===== src/rtl/car_request_if.sv =====
// Signal bundle between the roadside car request unit and the traffic light controller.
// The slave modport is the request unit; the master modport is whatever drives the sensors and lights.
interface car_request_if #(
  parameter int CNT_W = 4
) ();

  logic             sensor_raw;
  logic             emergency_raw;
  logic             red;
  logic             yellow;
  logic             green;
  logic             car;
  logic             emergency;
  logic [CNT_W-1:0] queue_count;
  logic             served_pulse;
  logic             overflow;
  logic             light_error;

  modport slave (
    input  sensor_raw, emergency_raw, red, yellow, green,
    output car, emergency, queue_count, served_pulse, overflow, light_error
  );

  modport master (
    output sensor_raw, emergency_raw, red, yellow, green,
    input  car, emergency, queue_count, served_pulse, overflow, light_error
  );

endinterface


===== src/rtl/car_request_unit.sv =====
// Car request unit: debounces the roadside sensor and the emergency input, queues waiting cars,
// raises car towards the controller until the queue is served during green, and checks the lights.
//
//   state   | meaning
//   --------+---------------------------------------------------
//   IDLE    | queue empty, car low
//   REQUEST | cars waiting, car high, waiting for green
//   SERVING | green shown, one car retired per SERVE_CYCLES
module car_request_unit #(
  parameter int DEBOUNCE_CYCLES = 4,
  parameter int SERVE_CYCLES    = 3,
  parameter int CNT_W           = 4
) (
  input logic          clock,
  input logic          reset,
  car_request_if.slave bus
);

  localparam logic [3:0]       DB_LAST  = 4'(DEBOUNCE_CYCLES - 1);
  localparam logic [3:0]       SRV_LAST = 4'(SERVE_CYCLES - 1);
  localparam logic [CNT_W-1:0] Q_MAX    = '1;

  typedef enum logic [1:0] {
    IDLE    = 2'd0,
    REQUEST = 2'd1,
    SERVING = 2'd2
  } state_t;

  logic [1:0]       r_sens_sync;
  logic [1:0]       r_emer_sync;
  logic             r_sens_filt;
  logic             r_emer_filt;
  logic [3:0]       r_sens_cnt;
  logic [3:0]       r_emer_cnt;
  logic [CNT_W-1:0] r_queue;
  logic [3:0]       r_timer;
  state_t           r_state;
  logic             r_car;
  logic             r_pulse;
  logic             r_overflow;
  logic             r_light_err;
  logic             r_armed;

  logic w_sens_flip;
  logic w_emer_flip;
  logic w_arrival;
  logic w_green_only;
  logic w_queued;
  logic w_serve;
  logic w_onehot;

  assign w_sens_flip  = (r_sens_sync[1] != r_sens_filt) && (r_sens_cnt == DB_LAST);
  assign w_emer_flip  = (r_emer_sync[1] != r_emer_filt) && (r_emer_cnt == DB_LAST);
  assign w_arrival    = w_sens_flip && !r_sens_filt;
  assign w_green_only = bus.green && !bus.yellow && !bus.red;
  assign w_queued     = (r_queue != '0);
  assign w_serve      = (r_state == SERVING) && w_green_only && w_queued && (r_timer == SRV_LAST);
  assign w_onehot     = ( bus.red && !bus.yellow && !bus.green) ||
                        (!bus.red &&  bus.yellow && !bus.green) ||
                        (!bus.red && !bus.yellow &&  bus.green);

  always_ff @(posedge clock or negedge reset) begin
    if (!reset) begin
      r_sens_sync <= '0;
      r_emer_sync <= '0;
      r_sens_filt <= 1'b0;
      r_emer_filt <= 1'b0;
      r_sens_cnt  <= '0;
      r_emer_cnt  <= '0;
    end else begin
      r_sens_sync <= {r_sens_sync[0], bus.sensor_raw};
      r_emer_sync <= {r_emer_sync[0], bus.emergency_raw};

      if (r_sens_sync[1] == r_sens_filt) begin
        r_sens_cnt <= '0;
      end else if (w_sens_flip) begin
        r_sens_filt <= !r_sens_filt;
        r_sens_cnt  <= '0;
      end else begin
        r_sens_cnt <= r_sens_cnt + 4'd1;
      end

      if (r_emer_sync[1] == r_emer_filt) begin
        r_emer_cnt <= '0;
      end else if (w_emer_flip) begin
        r_emer_filt <= !r_emer_filt;
        r_emer_cnt  <= '0;
      end else begin
        r_emer_cnt <= r_emer_cnt + 4'd1;
      end
    end
  end

  // A serve and an arrival in the same cycle cancel; a lost arrival at saturation is flagged.
  always_ff @(posedge clock or negedge reset) begin
    if (!reset) begin
      r_queue    <= '0;
      r_overflow <= 1'b0;
      r_pulse    <= 1'b0;
    end else begin
      r_pulse <= w_serve;
      if (w_arrival && !w_serve) begin
        if (r_queue == Q_MAX) begin
          r_overflow <= 1'b1;
        end else begin
          r_queue <= r_queue + 1'b1;
        end
      end else if (w_serve && !w_arrival) begin
        r_queue <= r_queue - 1'b1;
      end
    end
  end

  always_ff @(posedge clock or negedge reset) begin
    if (!reset) begin
      r_state <= IDLE;
      r_car   <= 1'b0;
      r_timer <= '0;
    end else begin
      if ((r_state != SERVING) || !bus.green) begin
        r_timer <= '0;
      end else if (w_green_only && w_queued) begin
        r_timer <= w_serve ? 4'd0 : r_timer + 4'd1;
      end

      case (r_state)
        IDLE: begin
          if (w_queued) begin
            r_state <= REQUEST;
            r_car   <= 1'b1;
          end
        end
        REQUEST: begin
          if (bus.green) begin
            r_state <= SERVING;
          end
        end
        SERVING: begin
          if (!w_queued) begin
            r_state <= IDLE;
            r_car   <= 1'b0;
          end else if (!bus.green) begin
            r_state <= REQUEST;
          end
        end
        default: begin
          r_state <= IDLE;
          r_car   <= 1'b0;
        end
      endcase
    end
  end

  // The first edge after reset release only arms the light check.
  always_ff @(posedge clock or negedge reset) begin
    if (!reset) begin
      r_armed     <= 1'b0;
      r_light_err <= 1'b0;
    end else begin
      r_armed <= 1'b1;
      if (r_armed && !w_onehot) begin
        r_light_err <= 1'b1;
      end
    end
  end

  assign bus.car          = r_car;
  assign bus.emergency    = r_emer_filt;
  assign bus.queue_count  = r_queue;
  assign bus.served_pulse = r_pulse;
  assign bus.overflow     = r_overflow;
  assign bus.light_error  = r_light_err;

endmodule


===== src/flat_wrapper.sv =====
// flat-port wrapper written by rule: the top's interface ports become plain ports
module car_request_unit_flat 
#(
  parameter int DEBOUNCE_CYCLES = 4,
  parameter int SERVE_CYCLES    = 3,
  parameter int CNT_W           = 4
)
  (clock, reset, bus_sensor_raw, bus_emergency_raw, bus_red, bus_yellow, bus_green, bus_car, bus_emergency, bus_queue_count, bus_served_pulse, bus_overflow, bus_light_error);
  car_request_if #(.CNT_W(CNT_W)) bus_i ();
  input logic clock;
  input logic reset;
  input wire logic [$bits(bus_i.sensor_raw)-1:0] bus_sensor_raw;
  input wire logic [$bits(bus_i.emergency_raw)-1:0] bus_emergency_raw;
  input wire logic [$bits(bus_i.red)-1:0] bus_red;
  input wire logic [$bits(bus_i.yellow)-1:0] bus_yellow;
  input wire logic [$bits(bus_i.green)-1:0] bus_green;
  output wire logic [$bits(bus_i.car)-1:0] bus_car;
  output wire logic [$bits(bus_i.emergency)-1:0] bus_emergency;
  output wire logic [$bits(bus_i.queue_count)-1:0] bus_queue_count;
  output wire logic [$bits(bus_i.served_pulse)-1:0] bus_served_pulse;
  output wire logic [$bits(bus_i.overflow)-1:0] bus_overflow;
  output wire logic [$bits(bus_i.light_error)-1:0] bus_light_error;
  assign bus_i.sensor_raw = bus_sensor_raw;
  assign bus_i.emergency_raw = bus_emergency_raw;
  assign bus_i.red = bus_red;
  assign bus_i.yellow = bus_yellow;
  assign bus_i.green = bus_green;
  assign bus_car = bus_i.car;
  assign bus_emergency = bus_i.emergency;
  assign bus_queue_count = bus_i.queue_count;
  assign bus_served_pulse = bus_i.served_pulse;
  assign bus_overflow = bus_i.overflow;
  assign bus_light_error = bus_i.light_error;
  car_request_unit #(.DEBOUNCE_CYCLES(DEBOUNCE_CYCLES), .SERVE_CYCLES(SERVE_CYCLES), .CNT_W(CNT_W)) u_core (.clock(clock), .reset(reset), .bus(bus_i));
endmodule

===== config.mk =====
export PLATFORM = sky130hd
export DESIGN_NAME = car_request_unit_flat
export DESIGN_NICKNAME = d
export VERILOG_FILES = /design/src/rtl/car_request_if.sv /design/src/rtl/car_request_unit.sv /design/src/flat_wrapper.sv
export SDC_FILE = /design/constraint.sdc
export NUM_CORES = 1
export LEC_CHECK = 0
export ABC_AREA = 1
export CAP_MARGIN = 20
export CORE_MARGIN = 2
export CORE_UTILIZATION = 40
export CTS_BUF_LIST = sky130_fd_sc_hd__clkbuf_8 sky130_fd_sc_hd__clkbuf_16
export DETAILED_ROUTE_END_ITERATION = 8
export DONT_BUFFER_PORTS = 1
export HOLD_SLACK_MARGIN = 0.03
export PLACE_DENSITY = 0.54
export SETUP_SLACK_MARGIN = 0.3
export SYNTH_ARGS = -nofsm -noshare
export SYNTH_HDL_FRONTEND = slang
export SYNTH_SLANG_ARGS = --single-unit

===== constraint.sdc =====
create_clock -name clock -period 2.3 [get_ports clock]
set_input_delay 0.575 -clock clock [delete_from_list [all_inputs] [get_ports clock]]
set_output_delay 0.575 -clock clock [all_outputs]
set_load 0.01 [all_outputs]

# [After elaboration in Yosys (flattened, before gate mapping)]
# Index checks and enable logic that the tools add are counted.
[word_totals] reg_bits=29 in_bits=7 output_inout_bits=9 wordCells=95
[classes] n_addsub=5 eq_ne=16 n_mux=18 bitwise=3 reduce_logical=39
[ops] op="2-to-1 mux 4 bit" n=10
[ops] op="logical AND 1 bit" n=18
[ops] op="adder 4 x 1 -> 4 bit (second input constant)" n=4
[ops] op="equality test 4 x 2 -> 1 bit (second input constant)" n=3
[ops] op="logical NOT 1 bit" n=8
[ops] op="2-to-1 mux 2 bit" n=4
[ops] op="!= test 2 bit (second input constant)" n=4
[ops] op="AND reduction 2 bit" n=4
[ops] op="one-hot mux 2 bit (3 select lines)" n=1
[ops] op="AND reduction 3 bit" n=2
[ops] op="equality test 4 bit (second input constant)" n=1
[ops] op="nonzero test 2 bit" n=2
[ops] op="nonzero test 4 bit" n=1
[ops] op="subtractor 4 x 1 -> 4 bit (second input constant)" n=1
[ops] op="logical OR 1 bit" n=3
[ops] op="!= test 3 bit (second input constant)" n=1
[ops] op="inverter 1 bit" n=3
[ops] op="one-hot mux 1 bit (3 select lines)" n=1
[ops] op="equality test 1 bit" n=2
[ops] op="equality test 2 x 1 -> 1 bit (second input constant)" n=1
[ops] op="equality test 2 bit (second input constant)" n=1
[ops] op="logical NOT 2 bit" n=1
[ops] op="2-to-1 mux 1 bit" n=2
[ops] op="!= test 1 bit" n=2
[ops] op="!= test 2 x 1 -> 1 bit (second input constant)" n=1

# [Logic depth before layout (Yosys ltp)]
# Gate-level depths: netlist of the first run.
[depth] depth_word=10 mapped_depth=16

# [Worst setup path after synthesis of the first run]
# No wires, ideal clock.
[synth_path] path_type="input -> register" start="input bus_red" end="register u_core.r_queue[3], in the netlist u_core.bus.queue_count[3]" setup_ns=0.117 arrival_time_ns=1.941 required_time_ns=2.183 slack_ns=0.242 path_stages=16 n_path_buf=0 cell_sequence="inv_1 nand2_1 nor2_4 nand2_2 nor2_8 nor2_1 inv_2 ha_1 nand2_1 nand2_1 nor2_1 nor2_1 nand3_1 nand2_1 nand2_1 nand2_1"
[synth_via] elab_chain_len=9 word_cells_on_any_way=12
[synth_rtl] item="start, declared" line_no="flat_wrapper.sv:14" rtl="input wire logic [$bits(bus_i.red)-1:0] bus_red;"
[synth_rtl] item="logical NOT 1 bit *" line_no="car_request_unit.sv:55" rtl="assign w_green_only = bus.green && !bus.yellow && !bus.red;"
[synth_rtl] item="logical AND 1 bit *" line_no="car_request_unit.sv:55"
[synth_rtl] item="logical AND 1 bit * (3 in series)" line_no="car_request_unit.sv:57" rtl="assign w_serve = (r_state == SERVING) && w_green_only && w_queued && (r_timer == SRV_LAST);"
[synth_rtl] item="via u_core.w_serve" line_no="car_request_unit.sv:49" rtl="logic w_serve;"
[synth_rtl] item="logical NOT 1 bit" line_no="car_request_unit.sv:102" rtl="if (w_arrival && !w_serve) begin"
[synth_rtl] item="logical AND 1 bit" line_no="car_request_unit.sv:102"
[synth_rtl] item="!= test 2 bit (no source line) or nonzero test 2 bit (tied branches)"
[synth_rtl] item="AND reduction 2 bit (no source line)"
[synth_rtl] item="end signal, assigned" line_no="car_request_unit.sv:106" rtl="r_queue <= r_queue + 1'b1;"
[synth_rtl] item="end signal, assigned" line_no="car_request_unit.sv:109" rtl="r_queue <= r_queue - 1'b1;"
[synth_rtl] item="end, declared" line_no="car_request_unit.sv:35" rtl="logic [CNT_W-1:0] r_queue;"
# Mark *: on every way through the listed nets, which the timed path passes. The rest lies on a longest branch.
# A chain may end at the register's enable or synchronous reset.

# [Worst setup path after layout of the first run]
[layout_path] start="register u_core.r_queue[3], in the netlist u_core.bus.queue_count[3]" end="register u_core.r_queue[3], in the netlist u_core.bus.queue_count[3]"
[layout_via] elab_chain_len=7 word_cells_on_any_way=15
[layout_rtl] item="nonzero test 4 bit *" line_no="car_request_unit.sv:56" rtl="assign w_queued = (r_queue != '0);"
[layout_rtl] item="logical AND 1 bit * (2 in series)" line_no="car_request_unit.sv:57"
[layout_rtl] item="via u_core.w_serve" line_no="car_request_unit.sv:49"
[layout_rtl] item="logical NOT 1 bit" line_no="car_request_unit.sv:102"
[layout_rtl] item="logical AND 1 bit" line_no="car_request_unit.sv:102"
[layout_rtl] item="!= test 2 bit (no source line) or nonzero test 2 bit (tied branches)"
[layout_rtl] item="AND reduction 2 bit (no source line)"
# Mark *: on every way through the listed nets, which the timed path passes. The rest lies on a longest branch. The select of a mux whose other input is x is not followed.

==> results of run 1 <==
layer usage:
layer,GRT usage,up-vias
li1,-,514
met1,0.159,488
met2,0.241,16
met3,0.0518,8
met4,0.0897,0
met5,0,-
what timing repair did:
| action | in CTS | in global routing |
|---|---|---|
| resized for setup | 4 | 13 |
| endpoints found under the hold margin | 29 | 0 |
| setup buffers | 1 | 8 |
| pin swaps | 1 | 13 |
| setup endpoints to repair | 1 | 1 |
| hold buffers | 1 | 0 |
worst max-delay path, cell delays in order (launching register included):
cell and delay, ns:
dfrtp_2 0.46, nor2_2 0.15, nand2_2 0.10, nand2_4 0.11, nor2_8 0.04, nor2_4 0.09, inv_2 0.06, ha_4 0.28
nand2_2 0.05, nor2_2 0.10, nor2_2 0.05, nor2_1 0.11, nand3_1 0.10, nand3_1 0.08, nand2_1 0.05
layout make-up:
class / count / area, um^2 / share of cell area
clock inverter: 2 / 33.8 / 0.0189
timing repair buffer: 13 / 110 / 0.0618
inverter: 18 / 67.6 / 0.0379
tap: 46 / 57.6 / 0.0323
multi-input combinational: 105 / 704 / 0.395
sequential: 29 / 727 / 0.408
clock buffer: 6 / 82.6 / 0.0463
flip-flops by register name, indices dropped and copies added (netlist names):
signal and flops:
u_core.bus.overflow 1, u_core.r_armed 1, u_core.bus.emergency 1, u_core.r_timer 4, u_core.r_sens_filt 1, u_core.r_sens_cnt 4
u_core.r_emer_sync 2, u_core.r_sens_sync 2, u_core.bus.queue_count 4, u_core.r_emer_cnt 4, u_core.bus.light_error 1, u_core.r_state 2
u_core.bus.served_pulse 1, u_core.bus.car 1
kinds of logic (layout without fill, tap and decap cells):
logic type | after synthesis | after routing | synth area share
fa+ha+maj | 8 | 8 | 0.0745
other cells | 1 | 1 | 0.00266
mux | 1 | 1 | 0.00799
compound gates | 10 | 10 | 0.0453
buf+inv | 18 | 39 | 0.0479
simple gates | 77 | 77 | 0.257
xor+xnor | 8 | 8 | 0.0497
flops | 29 | 29 | 0.515
placed cells by master (no fill, tap or decap), drive strengths merged:
cell type and n:
maj3 1, a31o 1, bufinv 1, o211a 1, ha 6, buf 13
nor2 27, nand2 33, dfrtp 29, clkbuf 6, mux2 1, o31ai 1
xor2 5, a21oi 3, fa 1, xnor2 3, o21bai 1, nand3 16
and2 1, o21ai 3, inv 19, conb 1
final timing paths:
| kind | start | to | slack (ns) | cells past startpoint |
|---|---|---|---|---|
| max | u_core.bus.queue_count[3] | u_core.bus.queue_count[3] | 0.35 | 14 |
| min | reset | u_core.r_state[1] | 0.11 | 1 |
| max reg2reg | u_core.bus.queue_count[3] | u_core.bus.queue_count[3] | 0.35 | 14 |
| min reg2reg | u_core.r_emer_sync[0] | u_core.r_emer_sync[1] | 0.36 | 0 |
| max in group asynchronous | reset | u_core.bus.queue_count[3] | 2.02 | 1 |
| min in group clock | bus_sensor_raw | u_core.r_sens_sync[0] | 0.32 | 0 |
power by group:
part	switching, mW	internal (mW)	leakage, nW
logic	0.371	0.312	0.427
clock network	0.190	0.348	0.0626
registers	0.130	0.636	0.362
through the flow:
stage                     cell area, um^2  power [mW]  instances  utilization
after CTS                            1670        1.90        211        0.497
after floorplan                      1440        1.17        152            -
after global placement               1520        1.30        201        0.451
after global routing                 1780        2.15        219        0.530
after detailed placement             1520        1.33        201        0.451
final                                1780        1.99        219        0.530
==> flow_summary.json, run 1 <==
{
  "cp-end-kind": "flip-flop",
  "pre_cts_slack_ns": 0.152,
  "cts_tree": "done",
  "fill_cells": 325,
  "rows": 21,
  "setup_slack_ns": 0.354,
  "avgSynthCellArea_um2": 9.28,
  "hold_viol_final": 0,
  "syn_inst": 152,
  "clk_pin_slew_worst_paths_ns": 0.06,
  "grt_max_degree": 30,
  "setup_viol": 0,
  "seq_area_frac_synth": 0.515,
  "vias_per_cell": 4.68,
  "yosys_warnings": 0,
  "wl_met1_um": 1140,
  "finalCritPeriodShare": 0.846,
  "fin_setup_tns_ns": 0,
  "clock-sinks": 29,
  "status": "completed",
  "drt_wl_total_um": 2610,
  "criticalPathCategory": "flip-flop to flip-flop",
  "yosysUniqueCellTypes": 27,
  "die_w_um": 63.4,
  "cts_buffer_depth": 2,
  "dp_hpwl_um": 1850,
  "vias": 1026,
  "die_h_um": 63.4,
  "grtUsageTotal": 0.146,
  "grt_setup_unrepaired": "yes",
  "die-area_um2": 4020,
  "grt_pass1_vias": 996,
  "cp.arrival_ns": 2.12,
  "hold_class": "input pin to asynchronous set/reset pin",
  "globalRouteOverflowTotal": 0,
  "antenna_found_initial": 0,
  "synth_nets": 166,
  "h-tree-depth": 2,
  "start_kind": "flip-flop",
  "io_pins": 16,
  "highest_layer": "met4",
  "grt_pass1_wl_um": 4370,
  "cts_root_buffer": "clkbuf_8",
  "hold_ws_ns": 0.107,
  "place.gp.congestion": 0.773,
  "fin_skew_ns": 0.00666,
  "drive_gt1_frac": 0.295,
  "finalCriticalPeriod_ns": 1.95,
  "wl_per_cell_um": 11.9,
  "ys_seq_elements": 29,
  "drc": 0,
  "async_flop_share": 1.00,
  "synth_most_common_cell": "nand2_1",
  "fmax_mhz": 514,
  "synth.cells.most_frequent": "30 x nand2_1, 29 x dfrtp_1, 23 x nor2_1",
  "cap_violations": 0,
  "antenna_left": 0,
  "synth_edf_count": 0,
  "start_util": 0.419,
  "drv_slew": 0,
  "diodes": 0,
  "path_max_fanout": 5,
  "synthTopCellsByArea": "dfrtp_1 51%, nand2_1 8.0%, nor2_1 6.1%",
  "coreArea_um2": 3360,
  "yosysTopAreaCell": "dfrtp_1",
  "areaGrowthSynthToFinish_pct": 26.4,
  "dr.pass1.iters": 4,
  "wl_met3_um": 122,
  "ir_worst_vdd_mv": 0.392,
  "syn_area_um2": 1410,
  "ys.flop_type": "dfrtp_1",
  "yosysTopAreaCellShare": 0.515,
  "nets": 186,
  "critPathRequiredTime_ns": 2.47,
  "portBuffers": 0,
  "cts_inserted_buffers": 5,
  "wl_met2_um": 1270,
  "clk_latency_ns": 0.28,
  "p_leak_nw": 0.851,
  "first_iter_violations": 14,
  "power_density_nw_per_um2": 1120
}
Note: power is estimated with default switching activity, not from simulation.
==> run 2, diff against run 1 <==
clock period = 1.9 ns   (was 2.3 ns; I/O delays follow)
==> flow_summary.json, run 2 (synthesis gave the netlist of run 1 again) <==
{
  "status": "completed",
  "h-tree-depth": 2,
  "drt_wl_total_um": 2740,
  "portBuffers": 0,
  "cts_root_buffer": "clkbuf_8",
  "drive_gt1_frac": 0.368,
  "grt_pass1_wl_um": 5040,
  "crit_top_cell": "nand2_1",
  "fmax_mhz": 542,
  "areaGrowthSynthToFinish_pct": 33.6,
  "path_cells": "ha_4, nand3_4, nor2_8, nor2_2, inv_2, ha_4, nand2_1, nand2_1, nor2_2, nor2_1, nand3_1, nand2_1, nand2_1, nand2_1",
  "startpoint": "u_core.r_timer[1]",
  "clk_latency_ns": 0.28,
  "die-area_um2": 4020,
  "clock-sinks": 29,
  "seq_area_um2": 729,
  "first_iter_violations": 23,
  "finalCritPeriodShare": 0.972,
  "slowest_stage": "dfrtp_1",
  "cts_buffer_depth": 2,
  "coreArea_um2": 3360,
  "place.gp.congestion": 0.803,
  "fill_cells": 336,
  "dp_hpwl_um": 1960,
  "regToRegStartpoint": "u_core.r_timer[1]",
  "start_util": 0.419,
  "criticalPathCategory": "flip-flop to flip-flop",
  "critPathRequiredTime_ns": 2.07,
  "setup_slack_ns": 0.0534,
  "pre_cts_slack_ns": -0.0438,
  "dp_cells": 211,
  "final_cell_mix": "26 x nand2_1, 26 x dfrtp_1, 23 x buf_4, 17 x nor2_1, 13 x nand3_1",
  "cts_tree": "done",
  "final_util": 0.560,
  "fin_cells": 231,
  "multi_input_area_um2": 727,
  "grt_setup_unrepaired": "yes",
  "io_pins": 16,
  "diodes": 0,
  "cap_violations": 0,
  "holdPathEnd": "u_core.r_emer_sync[0]",
  "finalCriticalPeriod_ns": 1.85,
  "vias_per_cell": 4.68,
  "whs_path_depth": 0,
  "path_max_fanout": 4,
  "critPathTopFamily": "simple AND/OR/NAND/NOR gates",
  "die_h_um": 63.4,
  "slowest_delay_ns": 0.43,
  "fin_setup_tns_ns": 0,
  "hold_class": "input pin to flip-flop",
  "power_density_nw_per_um2": 1240,
  "rr_worst_depth": 14,
  "rows": 21,
  "hold_viol_final": 0,
  "nets": 198,
  "cp.arrival_ns": 2.02,
  "vias": 1081,
  "setup_viol": 0,
  "dr.pass1.iters": 3,
  "cts_inserted_buffers": 5,
  "p_leak_nw": 0.904,
  "antenna_left": 0,
  "drc": 0,
  "drv_slew": 0,
  "grt_pass1_vias": 1129,
  "antenna_found_initial": 0,
  "grtUsageTotal": 0.163,
  "wl_per_cell_um": 11.9,
  "die_w_um": 63.4,
  "min-delay-start": "bus_emergency_raw",
  "clk_pin_slew_worst_paths_ns": 0.06,
  "start_kind": "flip-flop",
  "ir_worst_vdd_mv": 0.587,
  "crit_buf_inv": 1,
  "fin_skew_ns": 0.00195,
  "rrSetupSlack_ns": 0.05,
  "power_mw": 2.33,
  "reg2reg_to": "u_core.bus.queue_count[3]",
  "grt_max_degree": 30,
  "cp-end-kind": "flip-flop",
  "globalRouteOverflowTotal": 0
}
==> run 2: cell types whose count changed in the layout (fill, tap and decap cells not counted), moves of 2 or more <==
cell	previous run	this run
nor2_4	3	5
nor2_2	6	4
inv_1	14	12
dfrtp_2	1	3
nand2_2	6	4
clkinv_2	0	2
buf_4	12	23
dfrtp_1	28	26
==> run 2: routing by layer <==
layer	vias to the layer above	GRT usage	wire length (um)
met4	0	0.0652	59
met2	15	0.268	1430
met3	7	0.0643	126
met1	516	0.191	1130
met5	-	0	0
li1	543	-	-
==> run 2: cell type report <==
| type | instances | share of cell area |
|---|---|---|
| well taps | 46 | 0.0305 |
| repair buffers | 25 | 0.108 |
| inverters | 18 | 0.0452 |
| multi-input cells | 105 | 0.386 |
| flip-flops and latches | 29 | 0.387 |
| clock buffers | 5 | 0.0365 |
| clock inverters | 3 | 0.00730 |
==> run 2: per-stage QoR <==
step	area (um^2)	hold WS [ns]
finish	1880	0.221
global route	1880	0.206
CTS	1860	0.208
detailed placement	1650	0.180
global placement	1650	0.180
floorplan	1490	0.179
==> run 2: report_power, final <==
part	total, mW	switching, mW	internal, mW
registers	0.900	0.127	0.773
logic	0.952	0.505	0.447
clock network	0.475	0.228	0.247
==> run 2: worst max-delay path by stage <==
stage | endpoint | slack, ns | cells past startpoint
floorplan | u_core.bus.queue_count[3] | 0.05 | 14
global placement | u_core.bus.queue_count[3] | 0.04 | 14
detailed placement | u_core.bus.queue_count[3] | -0.04 | 14
CTS | u_core.bus.queue_count[3] | 0.05 | 15
global route | u_core.bus.queue_count[3] | -0.15 | 15
finish | u_core.bus.queue_count[3] | 0.05 | 14
==> run 2: timing repair <==
item	CTS	global route
hold buffers	2	0
setup endpoints to repair	3	3
pin swaps	12	4
gates resized for setup	8	3
endpoints found under the hold margin	29	0
buffers inserted	8	2
==> run 3, diff against run 2 <==
CTS_BUF_LIST = sky130_fd_sc_hd__clkbuf_4   (was sky130_fd_sc_hd__clkbuf_8 sky130_fd_sc_hd__clkbuf_16)
==> flow_summary.json, run 3 (synthesis gave the netlist of run 1 again) <==
{
  "areaGrowthSynthToFinish_pct": 32.2,
  "drv_slew": 0,
  "finalCritPeriodShare": 0.968,
  "fill_cells": 338,
  "dr.pass1.iters": 3,
  "start_util": 0.419,
  "regToRegStartpoint": "u_core.r_timer[0]",
  "cts_buffer_depth": 2,
  "grt_pass1_wl_um": 5130,
  "rrSetupSlack_ns": 0.06,
  "setup_slack_ns": 0.0604,
  "fin_skew_ns": 0.00767,
  "cts_root_buffer": "clkbuf_4",
  "cap_violations": 0,
  "drc": 0,
  "grt_max_degree": 30,
  "endpoint": "u_core.bus.queue_count[3]",
  "dp_hpwl_um": 1960,
  "pwr-share-clk": 0.166,
  "cts_tree": "done",
  "fmax_mhz": 544,
  "rr_worst_depth": 15,
  "coreArea_um2": 3360,
  "reg2reg_to": "u_core.bus.queue_count[3]",
  "fin_setup_tns_ns": 0,
  "wl_per_cell_um": 12.3,
  "io_pins": 16,
  "seq_power_share": 0.400,
  "p_switching_mw": 0.856,
  "pre_cts_slack_ns": -0.0438,
  "clk_latency_ns": 0.33,
  "hold_ws_ns": 0.167,
  "antenna_left": 0,
  "cp-end-kind": "flip-flop",
  "p_int_mw": 1.39,
  "antenna_found_initial": 0,
  "power_mw": 2.25,
  "vias": 1090,
  "path_max_fanout": 4,
  "drt_wl_total_um": 2850,
  "start_kind": "flip-flop",
  "critPathRequiredTime_ns": 2.13,
  "place.gp.congestion": 0.803,
  "multi_input_area_um2": 727,
  "sw_frac_of_total": 0.381,
  "grtUsageTotal": 0.167,
  "cp.arrival_ns": 2.07,
  "comb_power_share": 0.434,
  "final_cell_mix": "26 x nand2_1, 26 x dfrtp_1, 24 x buf_4, 17 x nor2_1, 13 x nand3_1",
  "p_leak_nw": 0.895,
  "ir_worst_vdd_mv": 0.585,
  "diodes": 0,
  "finalCriticalPeriod_ns": 1.84,
  "nets": 199,
  "rows": 21,
  "seq_area_um2": 729,
  "grt_setup_unrepaired": "yes",
  "globalRouteOverflowTotal": 0,
  "die_h_um": 63.4,
  "status": "completed",
  "startpoint": "u_core.r_timer[0]",
  "die_w_um": 63.4,
  "h-tree-depth": 2,
  "power_density_nw_per_um2": 1200,
  "hold_viol_final": 0,
  "portBuffers": 0,
  "fin_cells": 232,
  "drive_gt1_frac": 0.376,
  "criticalPathCategory": "flip-flop to flip-flop",
  "die-area_um2": 4020,
  "clock-sinks": 29,
  "first_iter_violations": 40,
  "cts_inserted_buffers": 5,
  "vias_per_cell": 4.70,
  "setup_viol": 0,
  "dp_cells": 211,
  "grt_pass1_vias": 1132,
  "hold_class": "input pin to flip-flop",
  "clk_pin_slew_worst_paths_ns": 0.09
}
[run 3: changes by cell type in the layout (fill, tap and decap cells not counted)]
cell / delta
inv_1: -1
clkbuf_8: -5
buf_4: +1
clkbuf_4: +6
[run 3: power groups by stage]
stage	clock network, mW	registers (mW)	logic (mW)
CTS	0.394	0.898	0.973
detailed placement	0	0.902	0.817
finish	0.372	0.899	0.974
global placement	0	0.893	0.794
floorplan	0	0.946	0.504
global route	0.417	0.924	1.12
[run 3: repair_timing]
action	4_1_cts	5_1_grt
pin swaps	12	3
endpoints found under the hold margin	29	0
endpoints found under the setup margin	3	3
resized for setup	9	2
gates cloned	0	0
setup buffers	9	2
hold buffers	2	0
[run 3: area by class of cell]
cell class	instances	share of cell area
clock inverters	2	0.00537
flip-flops and latches	29	0.391
clock buffers	6	0.0242
repair buffers	26	0.113
well taps	46	0.0309
inverters	18	0.0456
multi-input cells	105	0.390
[run 3: how the worst min path moves through the flow]
stage | cells after the start | to | slack (ns) | start
after floorplan | 0 | u_core.bus.car | 0.18 | reset
after global placement | 0 | u_core.r_emer_sync[1] | 0.18 | reset
after detailed placement | 0 | u_core.r_emer_sync[1] | 0.18 | reset
after CTS | 0 | u_core.r_sens_sync[0] | 0.14 | bus_sensor_raw
after global routing | 0 | u_core.r_emer_sync[0] | 0.14 | bus_emergency_raw
final | 0 | u_core.r_sens_sync[0] | 0.17 | bus_sensor_raw
[run 3: worst max-delay path, stage by stage (launching register included)]
cell     delay, ns
dfrtp_1       0.40
inv_2         0.08
ha_4          0.15
nand3_4       0.08
nor2_8        0.12
nor2_2        0.05
inv_2         0.11
ha_4          0.23
nand2_1       0.06
nand2_1       0.05
nor2_2        0.11
nor2_1        0.05
nand3_1       0.10
nand2_1       0.06
nand2_1       0.05
nand2_1       0.04
[run 3: metrics by stage]
stage                      util  cell area, um^2
after CTS                 0.548             1840
after floorplan               -             1490
after global routing      0.554             1860
final                     0.554             1860
after global placement    0.490             1650
after detailed placement  0.490             1650
[run 3: per-layer routing]
layer	GRT usage	wire, um
met5	0	0
met4	0.0652	51
met1	0.194	1180
met3	0.0607	131
met2	0.279	1490
